File: src/rtl/bram_stream_reader.sv
`default_nettype none

`ifndef DATA_BUS_WIDTH
`define DATA_BUS_WIDTH 32
`endif
`ifndef ADDR_BUS_WIDTH
`define ADDR_BUS_WIDTH 32
`endif
`ifndef W_REQ_WIDTH
`define W_REQ_WIDTH 4
`endif
`ifndef WRITE_ENB
`define WRITE_ENB 1'b1
`endif

// ============================================================================
// Module : bram_stream_reader
// Desc   : Strided BRAM read master feeding a credit-managed valid/ready FIFO.
// Rev    : 1.0  initial release
// ============================================================================
module bram_stream_reader #(
   parameter int DATA_W     = `DATA_BUS_WIDTH,
   parameter int ADDR_W     = `ADDR_BUS_WIDTH,
   parameter int LEN_W      = 16,
   parameter int FIFO_DEPTH = 4
) (
   input  logic                    clk,
   input  logic                    rst,
   input  logic                    start,
   input  logic [ADDR_W-1:0]       base_addr,
   input  logic [LEN_W-1:0]        len,
   input  logic [ADDR_W-1:0]       stride,
   input  logic                    abort,
   output logic                    busy,
   output logic                    done,
   output logic                    bram_en,
   output logic [ADDR_W-1:0]       bram_addr,
   output logic [`W_REQ_WIDTH-1:0] bram_W_req,
   output logic [DATA_W-1:0]       bram_W_data,
   input  logic [DATA_W-1:0]       bram_R_data,
   output logic                    m_valid,
   output logic [DATA_W-1:0]       m_data,
   output logic                    m_last,
   input  logic                    m_ready
);

   localparam int PTR_W = (FIFO_DEPTH > 1) ? $clog2(FIFO_DEPTH) : 1;
   localparam int CNT_W = PTR_W + 1;
   localparam logic [CNT_W-1:0] C_DEPTH = CNT_W'(FIFO_DEPTH);

   typedef enum logic [1:0] {
      S_IDLE  = 2'd0,
      S_RUN   = 2'd1,
      S_DRAIN = 2'd2,
      S_DONE  = 2'd3
   } state_t;

   state_t            state_q, state_d;
   logic [LEN_W-1:0]  len_q, len_d;
   logic [ADDR_W-1:0] stride_q, stride_d;
   logic [ADDR_W-1:0] addr_q, addr_d;
   logic [LEN_W-1:0]  issue_q, issue_d;
   logic [LEN_W-1:0]  beat_q, beat_d;
   logic              inflight_q, inflight_d;
   logic [PTR_W-1:0]  wr_ptr_q, wr_ptr_d;
   logic [PTR_W-1:0]  rd_ptr_q, rd_ptr_d;
   logic [CNT_W-1:0]  count_q, count_d;
   logic              busy_q, busy_d;
   logic              done_q, done_d;

   logic [DATA_W-1:0] fifo_mem [FIFO_DEPTH];

   logic              w_active;
   logic              w_abort;
   logic              w_credit;
   logic              w_issue;
   logic              w_push;
   logic              w_pop;
   logic              w_nonempty;
   logic              w_last_beat;

   assign w_active    = (state_q == S_RUN) || (state_q == S_DRAIN);
   assign w_abort     = abort && w_active;
   // Occupancy plus the read still in flight bounds the FIFO; pops are not credited.
   assign w_credit    = (count_q + CNT_W'(inflight_q)) < C_DEPTH;
   assign w_issue     = (state_q == S_RUN) && (issue_q != len_q) && w_credit;
   assign w_push      = inflight_q;
   assign w_nonempty  = (count_q != '0);
   assign w_pop       = w_nonempty && m_ready;
   assign w_last_beat = (beat_q == (len_q - LEN_W'(1)));

   always_comb begin
      state_d    = state_q;
      len_d      = len_q;
      stride_d   = stride_q;
      addr_d     = addr_q;
      issue_d    = issue_q;
      beat_d     = beat_q;
      inflight_d = w_issue;
      wr_ptr_d   = wr_ptr_q;
      rd_ptr_d   = rd_ptr_q;
      count_d    = count_q + CNT_W'(w_push) - CNT_W'(w_pop);

      if (w_push) begin
         wr_ptr_d = wr_ptr_q + PTR_W'(1);
      end
      if (w_pop) begin
         rd_ptr_d = rd_ptr_q + PTR_W'(1);
         beat_d   = beat_q + LEN_W'(1);
      end

      unique case (state_q)
         S_IDLE: begin
            if (start) begin
               if (len != '0) begin
                  state_d  = S_RUN;
                  len_d    = len;
                  stride_d = stride;
                  addr_d   = base_addr;
                  issue_d  = '0;
                  beat_d   = '0;
               end else begin
                  state_d = S_DONE;
               end
            end
         end
         S_RUN: begin
            if (w_issue) begin
               issue_d = issue_q + LEN_W'(1);
               addr_d  = addr_q + stride_q;
               if ((issue_q + LEN_W'(1)) == len_q) begin
                  state_d = S_DRAIN;
               end
            end
         end
         S_DRAIN: begin
            if (w_pop && w_last_beat) begin
               state_d = S_DONE;
            end
         end
         S_DONE: begin
            state_d = S_IDLE;
         end
         default: begin
            state_d = S_IDLE;
         end
      endcase

      // Abort discards buffered words and the read whose data returns next cycle.
      if (w_abort) begin
         state_d    = S_IDLE;
         inflight_d = 1'b0;
         wr_ptr_d   = '0;
         rd_ptr_d   = '0;
         count_d    = '0;
      end

      busy_d = (state_d != S_IDLE);
      done_d = (state_d == S_DONE);
   end

   always_ff @(posedge clk or posedge rst) begin
      if (rst) begin
         state_q    <= S_IDLE;
         len_q      <= '0;
         stride_q   <= '0;
         addr_q     <= '0;
         issue_q    <= '0;
         beat_q     <= '0;
         inflight_q <= 1'b0;
         wr_ptr_q   <= '0;
         rd_ptr_q   <= '0;
         count_q    <= '0;
         busy_q     <= 1'b0;
         done_q     <= 1'b0;
      end else begin
         state_q    <= state_d;
         len_q      <= len_d;
         stride_q   <= stride_d;
         addr_q     <= addr_d;
         issue_q    <= issue_d;
         beat_q     <= beat_d;
         inflight_q <= inflight_d;
         wr_ptr_q   <= wr_ptr_d;
         rd_ptr_q   <= rd_ptr_d;
         count_q    <= count_d;
         busy_q     <= busy_d;
         done_q     <= done_d;
      end
   end

   always_ff @(posedge clk) begin
      if (w_push) begin
         fifo_mem[wr_ptr_q] <= bram_R_data;
      end
   end

   assign busy        = busy_q;
   assign done        = done_q;
   assign bram_en     = w_issue;
   assign bram_addr   = addr_q;
   assign bram_W_req  = {(`W_REQ_WIDTH){~(`WRITE_ENB)}};
   assign bram_W_data = '0;
   assign m_valid     = w_nonempty;
   assign m_data      = w_nonempty ? fifo_mem[rd_ptr_q] : '0;
   assign m_last      = w_nonempty && w_last_beat;

endmodule

`default_nettype wire

File: config.mk
export PLATFORM = sky130hd
export DESIGN_NAME = bram_stream_reader
export DESIGN_NICKNAME = d
export VERILOG_FILES = /design/src/rtl/bram_stream_reader.sv
export SDC_FILE = /design/constraint.sdc
export NUM_CORES = 1
export LEC_CHECK = 0
export ABC_AREA = 0
export BUFFER_PORTS_ARGS = -buffer_cell sky130_fd_sc_hd__buf_2
export CAP_MARGIN = 30
export CORE_MARGIN = 2
export CORE_UTILIZATION = 35
export CTS_CLUSTER_SIZE = 12
export DETAILED_ROUTE_END_ITERATION = 12
export GPL_TIMING_DRIVEN = 0
export PLACE_DENSITY = 0.62
export RECOVER_POWER = 25
export REMOVE_ABC_BUFFERS = 1
export SYNTH_ARGS = -nofsm -noshare
export SYNTH_HDL_FRONTEND = slang
export SYNTH_SLANG_ARGS = --single-unit
File: constraint.sdc
create_clock -name clk -period 4.4 [get_ports clk]
set_input_delay 0 -clock clk [delete_from_list [all_inputs] [get_ports clk]]
set_output_delay 0 -clock clk [all_outputs]
set_load 0.01 [all_outputs]
# Yosys cells after proc, flatten, opt, wreduce, memory -nomap -nowiden
# Memory sizes are Yosys's and may differ from the RTL's.
# Index checks and enable logic that the tools add are counted.
totals:
  ff_bits: 124
  ramBits: 128
  inputBits: 117
  output_inout_bits: 105
  word_cells: 76
  n_memories: 1
mem_list:
  columns: ["memory", "depth", "width", "read_ports", "rd_ports_with_merged_regs", "wr", "line", "source"]
  rows:
  - ["fifo_mem", 4, 32, 1, 0, 1, "71", "logic [DATA_W-1:0] fifo_mem [FIFO_DEPTH];"]
classes:
  addsub: 8
  n_lt_le_gt_ge: 1
  n_eq_ne: 10
  n_mux: 28
  reduce_logical: 16
op_table:
  columns: ["op", "n"]
  rows:
  - ["$mux 32", 4]
  - ["$mux 16", 7]
  - ["$pmux 32 s2", 1]
  - ["$add 16x1->16 const B", 2]
  - ["$add 32x32->32", 1]
  - ["$eq 16x16->1", 2]
  - ["$pmux 16 s2", 1]
  - ["$mux 2", 10]
  - ["$ne 16x16->1", 1]
  - ["$reduce_bool 16->1", 1]
  - ["$sub 16x1->16 const B", 1]
  - ["$pmux 2 s4", 1]
  - ["$reduce_bool 2->1", 4]
  - ["$eq 2x2->1 const B", 3]
  - ["$logic_and 1x1->1", 6]
  - ["$ne 2x2->1 const B", 3]
  - ["$add 2x1->2 const B", 2]
  - ["$reduce_and 4->1", 1]
  - ["$add 3x1->3", 1]
  - ["$lt 3x3->1 const B", 1]
  - ["$mux 1", 3]
  - ["$mux 3", 1]
  - ["$reduce_and 3->1", 1]
  - ["$reduce_bool 3->1", 1]
  - ["4 further kinds", 4]

# Longest topological paths before layout
# Gate-level depths: netlist of run 1.
logic_depth:
  depth_word: 7
  mapped_depth: 12
  depth_no_buf: 12

# Least setup slack after synthesis of run 1
# OpenSTA, ideal clock, no wires.
synth_timing:
  path_kind: "reg-to-output"
  start: "register len_q[0]"
  end: "output m_last"
  arrival_time_ps: 2908
  required_ps: 4400
  slack_ps: 1492
  path_stages_with_launch: 9
  path_buffers: 0
  cell_sequence: "dfrtp_1 -> inv_1 -> ha_1 -> nor4b_4 -> xnor2_1 -> o41a_1 -> or4_1 -> or4_2 -> nor3b_1"
synth_via:
  elab_chain_cells: 3
synth_rtl:
  columns: ["element", "line", "source"]
  rows:
  - ["from (decl)", "59", "logic [LEN_W-1:0] len_q, len_d;"]
  - ["from (signal assigned)", "178", "len_q <= len_d;"]
  - ["$sub 16x1->16", "90", "assign w_last_beat = (beat_q == (len_q - LEN_W'(1)));"]
  - ["$eq 16x16->1", "90", null]
  - ["$logic_and 1x1->1", "206", "assign m_last = w_nonempty && w_last_beat;"]
  - ["to (decl)", "43", "output logic m_last,"]
# Every way passes these cells.

# Worst setup path after layout of run 1
layout_timing:
  start: "register len_q[1]"
  end: "output m_last"
# Same word-level chain as after synthesis.

==> reports/metrics.yaml, run 1 <==
sta:
  worst_pin_slew_ns: 1.97
  hold_violations: 0
  hold_ws_ns: 0.119
  slew_headroom_pct: -31.7
  drv_slew: 42
  fin_ws_ns: 0.500
  fmax_mhz: 256
  min_period_over_period_pct: 88.6
  setup_violations: 0
  min_period_ns: 3.90
  rsz0062_at_grt: "false"
  fin_skew_ns: 0.0153
floorplanning:
  ios: 222
  die_width_um: 197
  die-area_mm2: 0.0389
  die_y_um: 197
  core_mm2: 0.0367
  rows: 70
  start_util_pct: 35.6
global_routing:
  grt_overflow: 0
  grt_antenna_before_repair: 0
  grtUsageMet1_pct: 20.4
  grt_pass1_vias: 9836
  track_usage_pct: 16.9
  grtUsageMet3_pct: 3.77
  grt_pass1_wl_um: 52500
  top_usage_layer: "met2"
  grtUsageMet2_pct: 29.9
  grt_max_degree: 84
yosys:
  syn_area_mm2: 0.0131
  yosys-top-cells-area: "edfxtp_1, dfrtp_1, mux4_2"
  ys_ff_latch: 252
  synth-edff-count: 128
  syn_avg_cell_area_um2: 12.2
  synth_commonest_cells: "edfxtp_1, dfrtp_1, o21ai_0, nand2_1"
  yosysWarnings: 0
  async_flop_share_pct: 49.2
  synth_top_area_share_pct: 29.4
  synthFlopType: "edfxtp_1"
  ys_seq_area_share_pct: 53.1
  yosysTopAreaCell: "edfxtp_1"
  synthCells: 1074
  synth_cell_type_count: 67
  synth.most_common_cell: "edfxtp_1"
power_and_ir_drop:
  ir_worst_vdd_mv: 0.419
  powerDensity_mw_per_mm2: 677
  leakage_nw: 6.71
setup_path:
  crit_type: "reg -> out"
  cp-start-kind: "flip-flop"
  end_kind: "primary output"
  cp_cell_sequence: "inv_1 -> ha_1 -> nor4b_4 -> xnor2_1 -> o41a_1 -> or4_1 -> or4_2 -> nor3b_1 -> buf_2"
  cp_max_fo: 7
  cp_data_arrival_time_ns: 3.90
  crit_family: "simple AND/OR/NAND/NOR gates"
  cp_slowest_stage_delay_ns: 0.66
  critPathRequiredTime_ns: 4.40
  crit_buf_inv: 2
  cp_slowest_cell: "or4_2"
run:
  maxCapViolations: 1
placed_design:
  place_area_mm2: 0.0145
  dp_hpwl_um: 22100
  gp_congestion: 0.806
  place_inst: 1684
  portBuffers: 185
  dp_slack_ns: 0.720
clock_network:
  clk_latency_ns: 0.57
  clock-sinks: 252
  htreeDepth: 1
  cts_buffers: 30
  cts.clk_slew.worst_paths_ns: 0.06
  root_buffer: "clkbuf_16"
  clockBufferDepth: 3
  cts_tree: "yes"
  post-cts-setup-buffers: 0
drt:
  wl_per_cell_um: 17.5
  viasPerCell: 5.04
  drc: 0
  ant_nets: 0
  wl_um: 32300
  first_pass_iters: 4
  dr.first_iter.drc_count: 448
  dr_total_vias: 9342
final_layout:
  stdcell_area_mm2: 0.0167
  fin_nets: 1530
  drive_above_1_share_pct: 21.9
  insertedDiodeCount: 0
  area_growth_pct: 27.4
  final_cells: 1853
  fin_util_pct: 45.4
status:
  violations: "capacitance limit, slew limit"
  status: "complete, but fails checks"
min_path:
  hold_class: "in -> reg"
-- where the power goes --
group | total [W] | internal, W | switching (W)
clock network | 0.00259 | 0.00160 | 0.000991
logic | 0.00501 | 0.00238 | 0.00263
registers | 0.00368 | 0.00304 | 0.000640
-- worst paths after layout --
| kind | startpoint | end | slack, ns | depth (start not counted) |
|---|---|---|---|---|
| max in group asynchronous | rst | rd_ptr_q[0]$_DFFE_PP0P_ | 2.23 | 5 |
| setup reg to reg | len_q[1]$_DFFE_PP0P_ | done$_DFF_PP0_ | 0.51 | 11 |
| hold reg to reg | stride_q[9]$_DFFE_PP0P_ | stride_q[9]$_DFFE_PP0P_ | 0.51 | 1 |
| min in group asynchronous | rst | bram_addr[30]$_DFFE_PP0P_ | 1.06 | 4 |
| hold / removal | m_ready | beat_q[0]$_DFF_PP0_ | 0.12 | 4 |
| setup / recovery | len_q[1]$_DFFE_PP0P_ | m_last | 0.50 | 9 |
-- through the flow --
stage | setup TNS [ns] | power (W)
after floorplan | 0 | 0.00703
after global placement | -108.32 | 0.00847
after detailed placement | 0 | 0.00865
after CTS | 0 | 0.0114
after global routing | 0 | 0.0121
final | 0 | 0.0113
-- flip-flops by register name, summed over array words and instances, names as in the netlist, 2 cells and up --
name,cells
stride_q,32
beat_q,16
rd_ptr_q,2
state_q,2
bram_addr,32
issue_q,16
len_q,16
wr_ptr_q,2
fifo_mem,128
count_q,3
-- final cells by class --
| cell class | count | area (µm²) |
|---|---|---|
| fill | 3342 | 20000 |
| sequential | 252 | 6950 |
| multi-input combinational | 741 | 5690 |
| timing repair buffer | 312 | 2290 |
| clock buffer | 39 | 815 |
| tap | 468 | 586 |
| clock inverter | 13 | 223 |
| inverter | 28 | 106 |
-- worst register-to-register path: stages, from the launching register on --
cell           delay (ns)
dfrtp_1              0.48
inv_1                0.12
ha_1                 0.30
nor4b_4              0.32
xnor2_1              0.12
o41a_1               0.31
or4_1                0.57
or4_4                0.57
o31ai_4              0.20
nand3_2              0.09
dlygate4sd3_1        0.63
nor2_2               0.12
-- cell usage in the layout (no fill, tap or decap), types with 43 or more instances in the layout --
cell type,count
a21oi_1,43
buf_2,153
dfrtp_1,122
dlygate4sd3_1,117
edfxtp_1,128
ha_1,47
mux2_2,46
nand2_1,55
nor2_1,48
o21ai_0,64
xnor2_1,48
xor2_1,46
-- routing by layer --
layer  part of all wire [%]  routed length (µm)  vias up
met3                    5.8                1880       59
met4                    2.7                 874        0
met2                     49               16000      268
li1                       -                   -     4469
met1                     42               13600     4546
met5                      0                   0        -
-- kinds of logic after synthesis --
kind of cell	count (synthesis)	share of synthesized area, %
AO/OA/AOI/OAI	199	9.71
XOR/XNOR	94	6.30
other	1	0.0287
adder cells (fa/ha/maj)	48	4.65
multiplexers	93	10.6
flip-flops	252	53.1
buffers and inverters	116	4.45
AND/OR/NAND/NOR	271	11.1
-- what timing repair did --
item	in CTS	in global routing
hold buffers	117	0
resized for setup	0	0
endpoints found under the hold margin	341	0
Power figures use the tool's default switching activity.
==> inputs of run 2 (changes only) <==
--- a/config.mk
+++ b/config.mk
@@ -13,7 +13,7 @@
 export CTS_CLUSTER_SIZE = 12
 export DETAILED_ROUTE_END_ITERATION = 12
 export GPL_TIMING_DRIVEN = 0
-export PLACE_DENSITY = 0.62
+export PLACE_DENSITY_LB_ADDON = 0.25
 export RECOVER_POWER = 25
 export REMOVE_ABC_BUFFERS = 1
 export SYNTH_ARGS = -nofsm -noshare
==> run 2 against run 1 <==
The run still ends with capacitance limit, slew limit left; cell count down 0.38%; global-route usage down 1.3 points; wire length down 5.6%; die area unchanged; via count down 2.1%; fmax up 1.2%; combinational power down 2%; critical path depth unchanged; sequential power down 2%; clock-buffer cell count up 4; sequential share of layout area up 0.72 points.
==> reports/metrics.yaml, run 2 (same netlist as run 1, synthesis figures left out) <==
status:
  status: "complete, but fails checks"
  violations: "capacitance limit, slew limit"
setup_path:
  cp_data_arrival_time_ns: 3.85
  crit_type: "reg -> out"
  cp_max_fo: 7
  rr_worst_depth: 11
  end_kind: "primary output"
  critPathRequiredTime_ns: 4.40
  cp-start-kind: "flip-flop"
placed_design:
  place_inst: 1680
  dp_hpwl_um: 20700
  portBuffers: 185
  gp_congestion: 0.830
sta:
  slew_headroom_pct: -96.0
  timing.setup.tns_ns: 0
  min_period_over_period_pct: 87.6
  hold_ws_ns: 0.120
  fin_skew_ns: 0.0136
  setup_violations: 0
  drv_slew: 61
  fmax_mhz: 259
  hold_violations: 0
  rsz0062_at_grt: "false"
  worst_pin_slew_ns: 2.92
  min_period_ns: 3.85
final_layout:
  area_growth_pct: 25.2
  fin_nets: 1524
  regMostFlops: "fifo_mem"
  largest_reg_flops: 128
  final_cells: 1846
  final_cell_mix: "buf_2, edfxtp_1, dfrtp_1"
  insertedDiodeCount: 0
  fin_util_pct: 44.6
  final_common_cell: "buf_2"
  drive_above_1_share_pct: 21.3
clock_network:
  htreeDepth: 1
  root_buffer: "clkbuf_16"
  cts_tree: "yes"
  clock-sinks: 252
  clk_latency_ns: 0.55
  post-cts-setup-buffers: 0
  clockBufferDepth: 3
  cts.clk_slew.worst_paths_ns: 0.06
  cts_buffers: 29
drt:
  drc: 0
  viasPerCell: 4.96
  first_pass_iters: 5
  wl_per_cell_um: 16.5
  dr.first_iter.drc_count: 435
  dr_total_vias: 9149
  wl_um: 30500
  ant_nets: 0
power_and_ir_drop:
  switching_share_pct: 38.0
  powerDensity_mw_per_mm2: 658
  leakage_nw: 6.59
  p_comb_share_pct: 45.6
  ir_worst_vdd_mv: 0.364
  report.power.total_w: 0.0108
  p_int_w: 0.00668
  switchingPower_w: 0.00409
  clock_power_share_pct: 20.8
  pwr-share-seq_pct: 33.6
global_routing:
  grt_overflow: 0
  grt_max_degree: 65
  track_usage_pct: 15.5
  grt_pass1_wl_um: 48600
  grt_pass1_vias: 9042
  grt_antenna_before_repair: 2
min_path:
  min_path_cells: 4
  hold_class: "in -> reg"
floorplanning:
  die_width_um: 197
  start_util_pct: 35.6
  ios: 222
  core_mm2: 0.0367
  die_y_um: 197
  rows: 70
  die-area_mm2: 0.0389
run:
  maxCapViolations: 1
[run 2: cell count changes in the layout (fill, tap and decap cells not counted)]
cell and change:
buf_12 -3, clkinv_16 -1, clkbuf_1 +6, clkinv_2 +1, clkbuf_16 -1, buf_8 +1
buf_16 -2, clkinv_1 -1, inv_6 -1, bufinv_16 -4, clkbuf_8 -1, dlygate4sd3_1 -1
[run 2: repair_timing]
| action | in CTS | in global routing |
|---|---|---|
| endpoints found under the hold margin | 278 | 0 |
| gates resized for setup | 0 | 0 |
| hold buffers | 116 | 0 |
[run 2: final timing paths]
kind	start	endpoint	slack [ns]
setup / recovery	len_q[0]$_DFFE_PP0P_	m_last	0.55
hold / removal	m_ready	rd_ptr_q[0]$_DFFE_PP0P_	0.12
setup reg to reg	len_q[0]$_DFFE_PP0P_	done$_DFF_PP0_	0.60
hold reg to reg	stride_q[24]$_DFFE_PP0P_	stride_q[24]$_DFFE_PP0P_	0.51
max in group asynchronous	rst	count_q[1]$_DFF_PP0_	2.23
min in group asynchronous	rst	stride_q[14]$_DFFE_PP0P_	0.84
[run 2: stage by stage]
stage,setup slack (ns),area [µm²]
after global routing,0.267,16400
after detailed placement,0.566,14400
after floorplan,0.639,12700
after CTS,0.440,16400
after global placement,-1.38,14200
final,0.545,16400
[run 2: cell type report]
cell class,count,area [µm²]
clock buffer,43,798
clock inverter,7,65.1
fill,3376,20300
inverter,28,106
multi-input combinational,741,5690
sequential,252,6950
tap,468,586
timing repair buffer,307,2180
[run 2: power by group through the flow]
stage,clock (W),combinational [W],sequential (W)
4_1_cts,0.00231,0.00496,0.00363
5_1_grt,0.00240,0.00547,0.00372
3_5_place_dp,0,0.00484,0.00367
6_report,0.00224,0.00491,0.00362
2_1_floorplan,0,0.00344,0.00359
3_3_place_gp,0,0.00469,0.00371
[run 2: critical path, cell delays in order (launching register included)]
cell and delay (ns):
dfrtp_1 0.44, inv_1 0.10, ha_1 0.30, nor4b_4 0.31, xnor2_1 0.12, o41a_1 0.30, or4_1 0.59, or4_2 0.66
nor3b_1 0.29, buf_2 0.19
[run 2: layer usage]
| layer | share of wire (%) | wire length [µm] | vias to the layer above | GRT usage [%] |
|---|---|---|---|---|
| met4 | 2.0 | 625 | 4 | 3.73 |
| met5 | 0.075 | 23 | - | 0 |
| li1 | - | - | 4447 | - |
| met3 | 4.5 | 1370 | 44 | 2.77 |
| met2 | 49 | 14900 | 228 | 27.1 |
| met1 | 45 | 13600 | 4426 | 20.0 |
==> inputs of run 3 (changes only) <==
--- a/config.mk
+++ b/config.mk
@@ -14,7 +14,6 @@
 export DETAILED_ROUTE_END_ITERATION = 12
 export GPL_TIMING_DRIVEN = 0
 export PLACE_DENSITY_LB_ADDON = 0.25
-export RECOVER_POWER = 25
 export REMOVE_ABC_BUFFERS = 1
 export SYNTH_ARGS = -nofsm -noshare
 export SYNTH_HDL_FRONTEND = slang
==> run 3 against run 2 <==
The run now ends clean; global-route usage unchanged; flip-flop and latch count did not move; largest power group unchanged; total power hardly changed; cell count unchanged; sequential power hardly changed; die area unchanged.
==> reports/metrics.yaml, run 3 (same netlist as run 1, synthesis figures left out) <==
status:
  status: "finished, final reports clean"
clock_network:
  root_buffer: "clkbuf_16"
  cts.clk_slew.worst_paths_ns: 0.06
  clockBufferDepth: 3
  post-cts-setup-buffers: 0
  htreeDepth: 1
  cts_buffers: 29
  clk_latency_ns: 0.55
  clock-sinks: 252
  cts_tree: "yes"
  cts_resized: 0
  cts.hold.buffers_added: 116
final_layout:
  area_growth_pct: 25.5
  final_cell_mix: "buf_2, edfxtp_1, dfrtp_1"
  regMostFlops: "fifo_mem"
  insertedDiodeCount: 0
  fin_nets: 1524
  largest_reg_flops: 128
  fin_util_pct: 44.7
  final_common_cell: "buf_2"
  drive_above_1_share_pct: 23.6
  fillers: 3357
setup_path:
  cp_max_fo: 11
  critPathRequiredTime_ns: 4.40
  end_kind: "primary output"
  rrSetupSlack_ns: 0.56
  rr_worst_depth: 10
  cp-start-kind: "flip-flop"
  r2r-start: "issue_q[2]$_DFFE_PP0P_"
  crit_start: "len_q[2]$_DFFE_PP0P_"
  timing.rr.end: "busy$_DFF_PP0_"
  cp-endpoint: "m_last"
  cp_data_arrival_time_ns: 3.86
  crit_type: "reg -> out"
sta:
  drv_slew: 0
  fin_skew_ns: 0.0143
  slew_headroom_pct: 39.4
  min_period_ns: 3.86
  setup_violations: 0
  fin_ws_ns: 0.537
  min_period_over_period_pct: 87.8
  fmax_mhz: 259
  rsz0062_at_grt: "false"
  timing.setup.tns_ns: 0
  worst_pin_slew_ns: 0.909
  hold_violations: 0
global_routing:
  grtUsageMet3_pct: 2.77
  top_usage_layer: "met2"
  grt_antenna_before_repair: 2
  grtUsageMet1_pct: 20.0
  track_usage_pct: 15.5
  grt_pass1_wl_um: 48600
  grt_pass1_vias: 9042
  grt_max_degree: 65
  grtUsageMet2_pct: 27.1
  grt_overflow: 0
floorplanning:
  start_util_pct: 35.6
  die_width_um: 197
  ios: 222
  rows: 70
  core_mm2: 0.0367
  die-area_mm2: 0.0389
  die_y_um: 197
drt:
  dr.first_iter.drc_count: 441
  viasPerCell: 4.96
  dr_total_vias: 9158
  drc: 0
  first_pass_iters: 5
  wl_per_cell_um: 16.5
  ant_nets: 0
  wl_um: 30500
run:
  maxCapViolations: 0
min_path:
  hold_class: "in -> async"
placed_design:
  gp_congestion: 0.830
  portBuffers: 185
  dp_slack_ns: 0.566
  dp_hpwl_um: 20700
power_and_ir_drop:
  powerDensity_mw_per_mm2: 657
  report.power.total_w: 0.0108
  ir_worst_vdd_mv: 0.364
  leakage_nw: 6.68
[run 3: critical path, cell delays in order (launching register included)]
cell and delay (ns):
dfrtp_1 0.54, nor3_2 0.37, nor3b_1 0.37, o211ai_1 0.15
o41a_1 0.14, or4_1 0.59, or4_2 0.66, nor3b_1 0.29
buf_2 0.19
[run 3: where the power goes]
part           switching (W)  internal, W
logic                0.00257      0.00234
clock network       0.000934      0.00130
registers           0.000579      0.00304
[run 3: area by class of cell]
type                    count  area [µm²]  share of cell area, %
clock buffers              43         798                   4.86
clock inverters             7        65.1                  0.396
inverters                  28         110                  0.671
multi-input cells         741        5690                   34.6
flip-flops and latches    252        6950                   42.3
well taps                 468         586                   3.57
repair buffers            307        2220                   13.5
[run 3: per-stage QoR]
stage	instance area, µm²	hold WS, ns	std cells
global route	16400	0.132	1846
CTS	16400	0.0804	1846
global placement	14200	0.218	1674
finish	16400	0.0993	1846
detailed placement	14400	0.127	1680
floorplan	12700	0.0989	1021
[run 3: per-layer routing]
metal	vias up	part of all wire, %
met2	228	49
met4	4	2.0
met3	43	4.5
li1	4449	-
met1	4434	45
met5	-	0.075
[run 3: worst min-delay path by stage]
stage                          from                         to  depth (start not counted)
floorplan            bram_R_data[0]   fifo_mem[0][0]$_DFFE_PP_                          0
global placement    bram_R_data[18]  fifo_mem[0][18]$_DFFE_PP_                          1
detailed placement              rst   stride_q[14]$_DFFE_PP0P_                          2
CTS                             rst   stride_q[14]$_DFFE_PP0P_                          3
global route                m_ready        beat_q[0]$_DFF_PP0_                          4
finish                          rst   stride_q[14]$_DFFE_PP0P_                          3
